**config.mk**
```make
export PLATFORM = sky130hd
export DESIGN_NAME = sha1_block_core
export DESIGN_NICKNAME = d
export VERILOG_FILES = /design/src/rtl/sha1_pkg.sv /design/src/rtl/sha1_round.sv /design/src/rtl/sha1_block_core.sv
export SDC_FILE = /design/constraint.sdc
export NUM_CORES = 2
export LEC_CHECK = 0
export CAP_MARGIN = 30
export CORE_MARGIN = 4
export CORE_UTILIZATION = 55
export DETAILED_ROUTE_END_ITERATION = 10
export GPL_TIMING_DRIVEN = 1
export PLACE_DENSITY_LB_ADDON = 0.3
export SYNTH_ARGS = -nofsm -noshare
export SYNTH_HDL_FRONTEND = slang
export SYNTH_SLANG_ARGS = --single-unit
```
**constraint.sdc**
```tcl
create_clock -name clk -period 12.2 [get_ports clk]
set_clock_uncertainty 0.2 [all_clocks]
set_input_delay 2.44 -clock clk [delete_from_list [all_inputs] [get_ports clk]]
set_output_delay 2.44 -clock clk [all_outputs]
set_load 0.05 [all_outputs]
```
**src/rtl/sha1_pkg.sv**
```systemverilog
// rtl/sha1_pkg.sv - shared SHA-1 constants, state encoding and round helper functions
//
// Purpose: single home for the SHA-1 initial value, round constants, the
// block-core FSM state type and the boolean round functions used by
// sha1_round and sha1_block_core.
// Ports: none (package).

package sha1_pkg;

  typedef enum logic [2:0] {
    S_IDLE,
    S_LOAD,
    S_ROUND,
    S_UPDATE,
    S_DONE
  } state_t;

  localparam logic [31:0] H0_INIT = 32'h6745_2301;
  localparam logic [31:0] H1_INIT = 32'hefcd_ab89;
  localparam logic [31:0] H2_INIT = 32'h98ba_dcfe;
  localparam logic [31:0] H3_INIT = 32'h1032_5476;
  localparam logic [31:0] H4_INIT = 32'hc3d2_e1f0;

  localparam logic [31:0] K0 = 32'h5a82_7999;
  localparam logic [31:0] K1 = 32'h6ed9_eba1;
  localparam logic [31:0] K2 = 32'h8f1b_bcdc;
  localparam logic [31:0] K3 = 32'hca62_c1d6;

  function automatic logic [31:0] rotl(input logic [31:0] x, input logic [4:0] n);
    return (x << n) | (x >> (6'd32 - {1'b0, n}));
  endfunction

  function automatic logic [31:0] f_ch(input logic [31:0] b, input logic [31:0] c,
                                       input logic [31:0] d);
    return (b & c) | (~b & d);
  endfunction

  function automatic logic [31:0] f_parity(input logic [31:0] b, input logic [31:0] c,
                                           input logic [31:0] d);
    return b ^ c ^ d;
  endfunction

  function automatic logic [31:0] f_maj(input logic [31:0] b, input logic [31:0] c,
                                        input logic [31:0] d);
    return (b & c) | (b & d) | (c & d);
  endfunction

endpackage

```
**src/rtl/sha1_round.sv**
```systemverilog
// rtl/sha1_round.sv - combinational single SHA-1 round with f/K selection
//
// Purpose: computes the next working variables a..e from the current ones,
// the schedule word wt and the round index t.
// Ports:
//   a, b, c, d, e  in  32  current working variables
//   wt             in  32  message schedule word for this round
//   t              in  7   round index 0..79, selects f and K
//   a_next..e_next out 32  working variables after this round

module sha1_round
  import sha1_pkg::*;
(
  input  logic [31:0] a,
  input  logic [31:0] b,
  input  logic [31:0] c,
  input  logic [31:0] d,
  input  logic [31:0] e,
  input  logic [31:0] wt,
  input  logic [6:0]  t,
  output logic [31:0] a_next,
  output logic [31:0] b_next,
  output logic [31:0] c_next,
  output logic [31:0] d_next,
  output logic [31:0] e_next
);

  logic [31:0] f;
  logic [31:0] k;

  always_comb begin
    f = f_parity(b, c, d);
    k = K3;
    if (t < 7'd20) begin
      f = f_ch(b, c, d);
      k = K0;
    end else if (t < 7'd40) begin
      f = f_parity(b, c, d);
      k = K1;
    end else if (t < 7'd60) begin
      f = f_maj(b, c, d);
      k = K2;
    end
  end

  assign a_next = rotl(a, 5'd5) + f + e + k + wt;
  assign b_next = a;
  assign c_next = rotl(b, 5'd30);
  assign d_next = c;
  assign e_next = d;

endmodule

```
**src/rtl/sha1_block_core.sv**
```systemverilog
// rtl/sha1_block_core.sv - iterative SHA-1 compression core fed by the padded-word stream
//
// Purpose: collects 16 big-endian 32-bit words per block into a circular W
// buffer, runs 80 rounds (one per cycle), folds the result into H0..H4 and
// pulses sha_valid when the digest has been updated.
// Ports:
//   clk        in  1    clock
//   rst_n      in  1    synchronous active-low reset
//   restart    in  1    reload H with the IV (IDLE only)
//   start      in  1    data_in holds a valid block word this cycle
//   data_in    in  32   block word, W[0] first
//   sha_ready  out 1    core idle, may accept word 0 of a block
//   sha_valid  out 1    one-cycle pulse, digest updated
//   digest     out 160  {H0,H1,H2,H3,H4}

module sha1_block_core
  import sha1_pkg::*;
(
  input  logic         clk,
  input  logic         rst_n,
  input  logic         restart,
  input  logic         start,
  input  logic [31:0]  data_in,
  output logic         sha_ready,
  output logic         sha_valid,
  output logic [159:0] digest
);

  state_t      state;
  state_t      state_next;
  logic [3:0]  cnt;
  logic [6:0]  t;
  logic [31:0] w_buf [16];
  logic [31:0] h0, h1, h2, h3, h4;
  logic [31:0] a, b, c, d, e;
  logic [31:0] a_n, b_n, c_n, d_n, e_n;
  logic [31:0] w_sched;
  logic [31:0] wt;
  logic [3:0]  i0, i3, i8, i14;
  logic        ready_q;

  always_ff @(posedge clk) begin
    if (!rst_n) state <= S_IDLE;
    else        state <= state_next;
  end

  always_comb begin
    state_next = state;
    case (state)
      S_IDLE:   if (start) state_next = S_LOAD;
      S_LOAD:   if (start && cnt == 4'd15) state_next = S_ROUND;
      S_ROUND:  if (t == 7'd79) state_next = S_UPDATE;
      S_UPDATE: state_next = S_DONE;
      S_DONE:   state_next = S_IDLE;
      default:  state_next = S_IDLE;
    endcase
  end

  // The 16-entry buffer is used circularly: for t>=16 the slot W[t&15]
  // still holds W[t-16] and is overwritten with the freshly expanded word.
  assign i0  = t[3:0];
  assign i3  = t[3:0] - 4'd3;
  assign i8  = t[3:0] - 4'd8;
  assign i14 = t[3:0] - 4'd14;
  assign w_sched = rotl(w_buf[i3] ^ w_buf[i8] ^ w_buf[i14] ^ w_buf[i0], 5'd1);
  assign wt      = (t < 7'd16) ? w_buf[i0] : w_sched;

  always_ff @(posedge clk) begin
    if (state == S_IDLE && start)
      w_buf[0] <= data_in;
    else if (state == S_LOAD && start)
      w_buf[cnt] <= data_in;
    else if (state == S_ROUND && t >= 7'd16)
      w_buf[i0] <= w_sched;
  end

  sha1_round u_round (
    .a      (a),
    .b      (b),
    .c      (c),
    .d      (d),
    .e      (e),
    .wt     (wt),
    .t      (t),
    .a_next (a_n),
    .b_next (b_n),
    .c_next (c_n),
    .d_next (d_n),
    .e_next (e_n)
  );

  always_ff @(posedge clk) begin
    if (!rst_n) begin
      cnt     <= 4'd0;
      t       <= 7'd0;
      h0      <= H0_INIT;
      h1      <= H1_INIT;
      h2      <= H2_INIT;
      h3      <= H3_INIT;
      h4      <= H4_INIT;
      a       <= 32'd0;
      b       <= 32'd0;
      c       <= 32'd0;
      d       <= 32'd0;
      e       <= 32'd0;
      ready_q <= 1'b0;
    end else begin
      // Registered so that the first cycle out of reset reports not-ready.
      ready_q <= (state_next == S_IDLE);
      case (state)
        S_IDLE: begin
          if (restart) begin
            h0 <= H0_INIT;
            h1 <= H1_INIT;
            h2 <= H2_INIT;
            h3 <= H3_INIT;
            h4 <= H4_INIT;
          end
          if (start) cnt <= 4'd1;
        end
        S_LOAD: begin
          if (start) begin
            if (cnt == 4'd15) begin
              cnt <= 4'd0;
              t   <= 7'd0;
              a   <= h0;
              b   <= h1;
              c   <= h2;
              d   <= h3;
              e   <= h4;
            end else begin
              cnt <= cnt + 4'd1;
            end
          end
        end
        S_ROUND: begin
          a <= a_n;
          b <= b_n;
          c <= c_n;
          d <= d_n;
          e <= e_n;
          t <= (t == 7'd79) ? 7'd0 : t + 7'd1;
        end
        S_UPDATE: begin
          h0 <= h0 + a;
          h1 <= h1 + b;
          h2 <= h2 + c;
          h3 <= h3 + d;
          h4 <= h4 + e;
        end
        default: begin
        end
      endcase
    end
  end

  assign sha_ready = ready_q;
  assign sha_valid = (state == S_DONE);
  assign digest    = {h0, h1, h2, h3, h4};

endmodule
```
==> metrics.md <==
| Metric | Value |
|---|---|
| Final hold vios | `0` |
| XOR/XNOR Fraction of Synth Area | `4.10%` |
| Pin count of the biggest net entering global routing | `132` |
| Worst-path clk slew | `roughly 0.06 ns` |
| Status | `complete, no violations` |
| DRC viols | `0` |
| CTS tree | `built` |
| Worst Reg-to-Reg Cells | `22` |
| Max Slew Vio Count | `0` |
| Final Wtd Congestion | `1.00` |
| GRT overflow | `0` |
| RSZ-0062 raised after global routing | `no` |
| Delay-heaviest family, CP | `compound AO/OA/AOI/OAI gates` |
| Ys flop type | `edfxtp_1` |
| Yosys top cell by area | `edfxtp_1` |
| Post-CTS setup buffer count | `0` |
| R2r endpoint | `a[31]` |
| Final-report setup violation count | `0` |
| Synth Area in Compound Gates | `11.5%` |
| IO buf count | `197` |
| Die Width | `330 µm` |
| Critical-path maximum fanout | `45` |
| PostCTS Resize Cnt | `0` |
| Crit path to | `a[31]` |
| Post-synthesis sequential area ratio | `38.8%` |
| Wirelength per Cell | `between 30 and 40 µm` |
| Buf+Inv Stages, Crit Path | `3` |
| Die height | `330 µm` |
| Die area | `109000 µm²` |
| CTS Root Cell | `clkbuf_16` |
| Fin Hold WS | `0.298 ns` |
| CTS Buf Count | `94` |
| Vias in the first global route | `42457` |
| Slowest cell on the critical path | `ha_4` |
| Startpoint types | `register` |
| TritonCTS Sinks | `851` |
| CP required | `12.55 ns` |
| Post-synth EDFFs | `512` |
| Initial Util | `about 55%` |
| Async S/R FF share, synth | `0%` |
| Synth warn | `0` |
| Post-synth top area share | `roughly 27%` |
| Gr usage total | `around a third` |
| Worst R2R Setup Slack | `3.84 ns` |
| Routed via count | `43604` |
| Clock Tree Buf Depth | `3` |
| Dpl hpwl | `~130 mm` |
| Slew @ Worst Pin | `1.07 ns` |
| Slowest Stage Delay on Critical Path | `0.79 ns` |
| Synth Register Bits | `851` |
| CP Class | `register to register` |
| Mapped Cells | `4668` |
| Static Leakage | `around 22 nW` |
| Crit path cell chain | `buf_4 > inv_1 > ha_4 > buf_4 > mux4_2 > mux4_2 > xor2_1 > xnor2_1 > a21oi_1 > fa_1 > ha_1 > ha_1 > a21o_1 > a21oi_1 > o21bai_1 > a2111oi_0 > nor2_1 > o41ai_1 > o311a_1 > xnor2_1 > o21ai_1 > nor2_1` |
| Tcrit/Tclk final | `68.5%` |
| Syn Std Cell Area | `57200 µm²` |
| FF-to-FF Start | `t[1]` |
| Routed wire length | `188 mm` |
| Number of distinct library cells after synthesis | `80` |
| Core Area | `between 100000 and 150000 µm²` |
| Drt pass-1 iters | `6` |
| Critical Path Stages | `22` |
| Area share of fa/ha/maj cells after synthesis | `8.60%` |
| Min Tclk post-route | `8.36 ns` |
| P per Cell Area | `98.1 nW/µm²` |
| Main combinational cell family by area after synthesis | `multiplexers` |
| Layout cells sized above 1 | `19.3%` |
| Synth top area cells | `edfxtp_1 27%, mux4_2 25%, dfxtp_1 12%` |
| Max-Cap Viols | `0` |
| Worst VDD drop | `168 µV` |
| Min-delay worst type | `register to register` |
| F_max | `0.120 GHz` |
| Area grow syn2layout | `11.6%` |
| Num rows | `118` |
| H-tree levels | `3` |
| Synth Area in Simple Gates | `approximately 7.5%` |
| Mapped Nets | `5027` |
| Hold path start | `h2[26]` |
| Slew headroom | `28.5%` |
| Critical path launch point | `t[1]` |
| IO Pins | `198` |
| Hold Buf Count CTS | `0` |
| Clk Latency, worst-skew pair | `0.71 ns` |
| Via/cell ratio | `roughly 7` |
| # nets final | `5107` |
| Mux contribution to synthesized area | `25.9%` |
| Fin Setup TNS | `0 ns` |
| First-pass GRT wire length | `around 280 mm` |
| Crit end category | `register` |
| Crit path DAT | `8.71 ns` |
| 1st-iter DRT viols | `5829` |
| Initial antenna violation count | `5` |
| Number of nets still failing antenna checks after routing | `0` |
| Syn Area/Cell | `12.3 µm²` |
routing by layer:
layer / up-vias / part of all wire (%) / track usage, %
met4: 4 / 7.5 / 21.6
met5: - / 0.014 / 0
met1: 21684 / 34 / 43.3
li1: 18256 / - / -
met2: 3019 / 47 / 54.9
met3: 641 / 11 / 7.24
Yosys cell counts, types with 19 or more instances:
master      n
a21o_1     85
a21oi_1   223
a221o_1    19
a311oi_1  108
a31oi_1    27
and3_1     24
buf_1      38
buf_2      63
clkbuf_1  194
dfxtp_1   339
edfxtp_1  512
fa_1      117
ha_1      206
inv_1     227
mux2i_1    36
mux4_2    640
nand2_1   474
nand2b_1   27
nand3_1    35
nor2_1    361
nor3_1     27
o211ai_1   56
o21a_1     29
o21ai_0   197
o21ai_1    52
o21bai_1   25
or3_1      22
xnor2_1   120
xor2_1    148
flip-flops by register name, summed over array words and instances (netlist names), 3 cells and up, named ones only:
register,cells
a,32
h4,32
c,32
b,32
t,7
d,32
h3,32
e,32
state,3
h2,32
h0,32
w_buf,512
h1,32
cnt,4
through the flow:
step | power [W] | instances | utilization, % | setup WS [ns] | cell area, µm²
global route | 0.00641 | 6203 | 61.7 | 3.50 | 63800
CTS | 0.00626 | 6195 | 61.7 | 3.90 | 63700
global placement | 0.00335 | 6020 | 58.6 | 4.03 | 60500
finish | 0.00626 | 6204 | 61.7 | 3.84 | 63800
floorplan | 0.00326 | 4668 | - | 4.76 | 57200
detailed placement | 0.00335 | 6024 | 58.6 | 3.94 | 60600
final cells by class:
class | count | area (µm²)
clock buffer | 124 | 2590
inverter | 230 | 868
tap | 1380 | 1730
fill | 7838 | 39500
antenna | 1 | 2.50
sequential | 851 | 22200
clock inverter | 47 | 581
multi-input combinational | 3289 | 33200
timing repair buffer | 282 | 2700
placed cells by master, fill, tap and decap left out, types with 19 or more instances in the layout:
| cell | instances |
|---|---|
| inv_1 | 225 |
| xor2_1 | 147 |
| clkbuf_16 | 95 |
| ha_1 | 204 |
| a21o_1 | 85 |
| or3_1 | 20 |
| o21ai_1 | 52 |
| nand3_1 | 35 |
| nand2b_1 | 27 |
| o211ai_1 | 56 |
| a21oi_1 | 223 |
| clkdlybuf4s50_1 | 197 |
| a221o_1 | 19 |
| dfxtp_1 | 332 |
| mux2i_1 | 36 |
| o21a_1 | 29 |
| edfxtp_1 | 512 |
| fa_1 | 117 |
| and3_1 | 23 |
| o21ai_0 | 197 |
| nand2_1 | 470 |
| mux4_2 | 640 |
| buf_4 | 78 |
| a31oi_1 | 27 |
| nor3_1 | 26 |
| nor2_1 | 343 |
| clkbuf_1 | 19 |
| a311oi_1 | 108 |
| xnor2_1 | 118 |
| o21bai_1 | 25 |
power by group:
part / leakage, nW / switching [W] / internal, W
Clock: 1.53 / 0.00127 / 0.00169
Sequential: 7.36 / 0.0000101 / 0.00305
Combinational: 13.3 / 0.000155 / 0.0000811
how the worst min path moves through the flow:
stage                  end  cells after the start
floorplan           cnt[1]                      2
global placement    h2[24]                      2
CTS                 h2[26]                      2
detailed placement  h2[26]                      2
finish              h2[26]                      2
global route        h2[26]                      2
worst min-delay path, cell delays in order (launching register included):
cell	delay, ns
dfxtp_1	0.34
nand2_1	0.06
o21ai_1	0.05
logic make-up after synthesis:
family                     count (synthesis)
xor gates and xnor gates                 268
AOI/OAI and AO/OA                        990
muxes                                    677
and+or+nand+nor                         1031
adders and majority gates                323
buffers and inverters                    528
DFF                                      851
(Power assumes the default switching activity.)
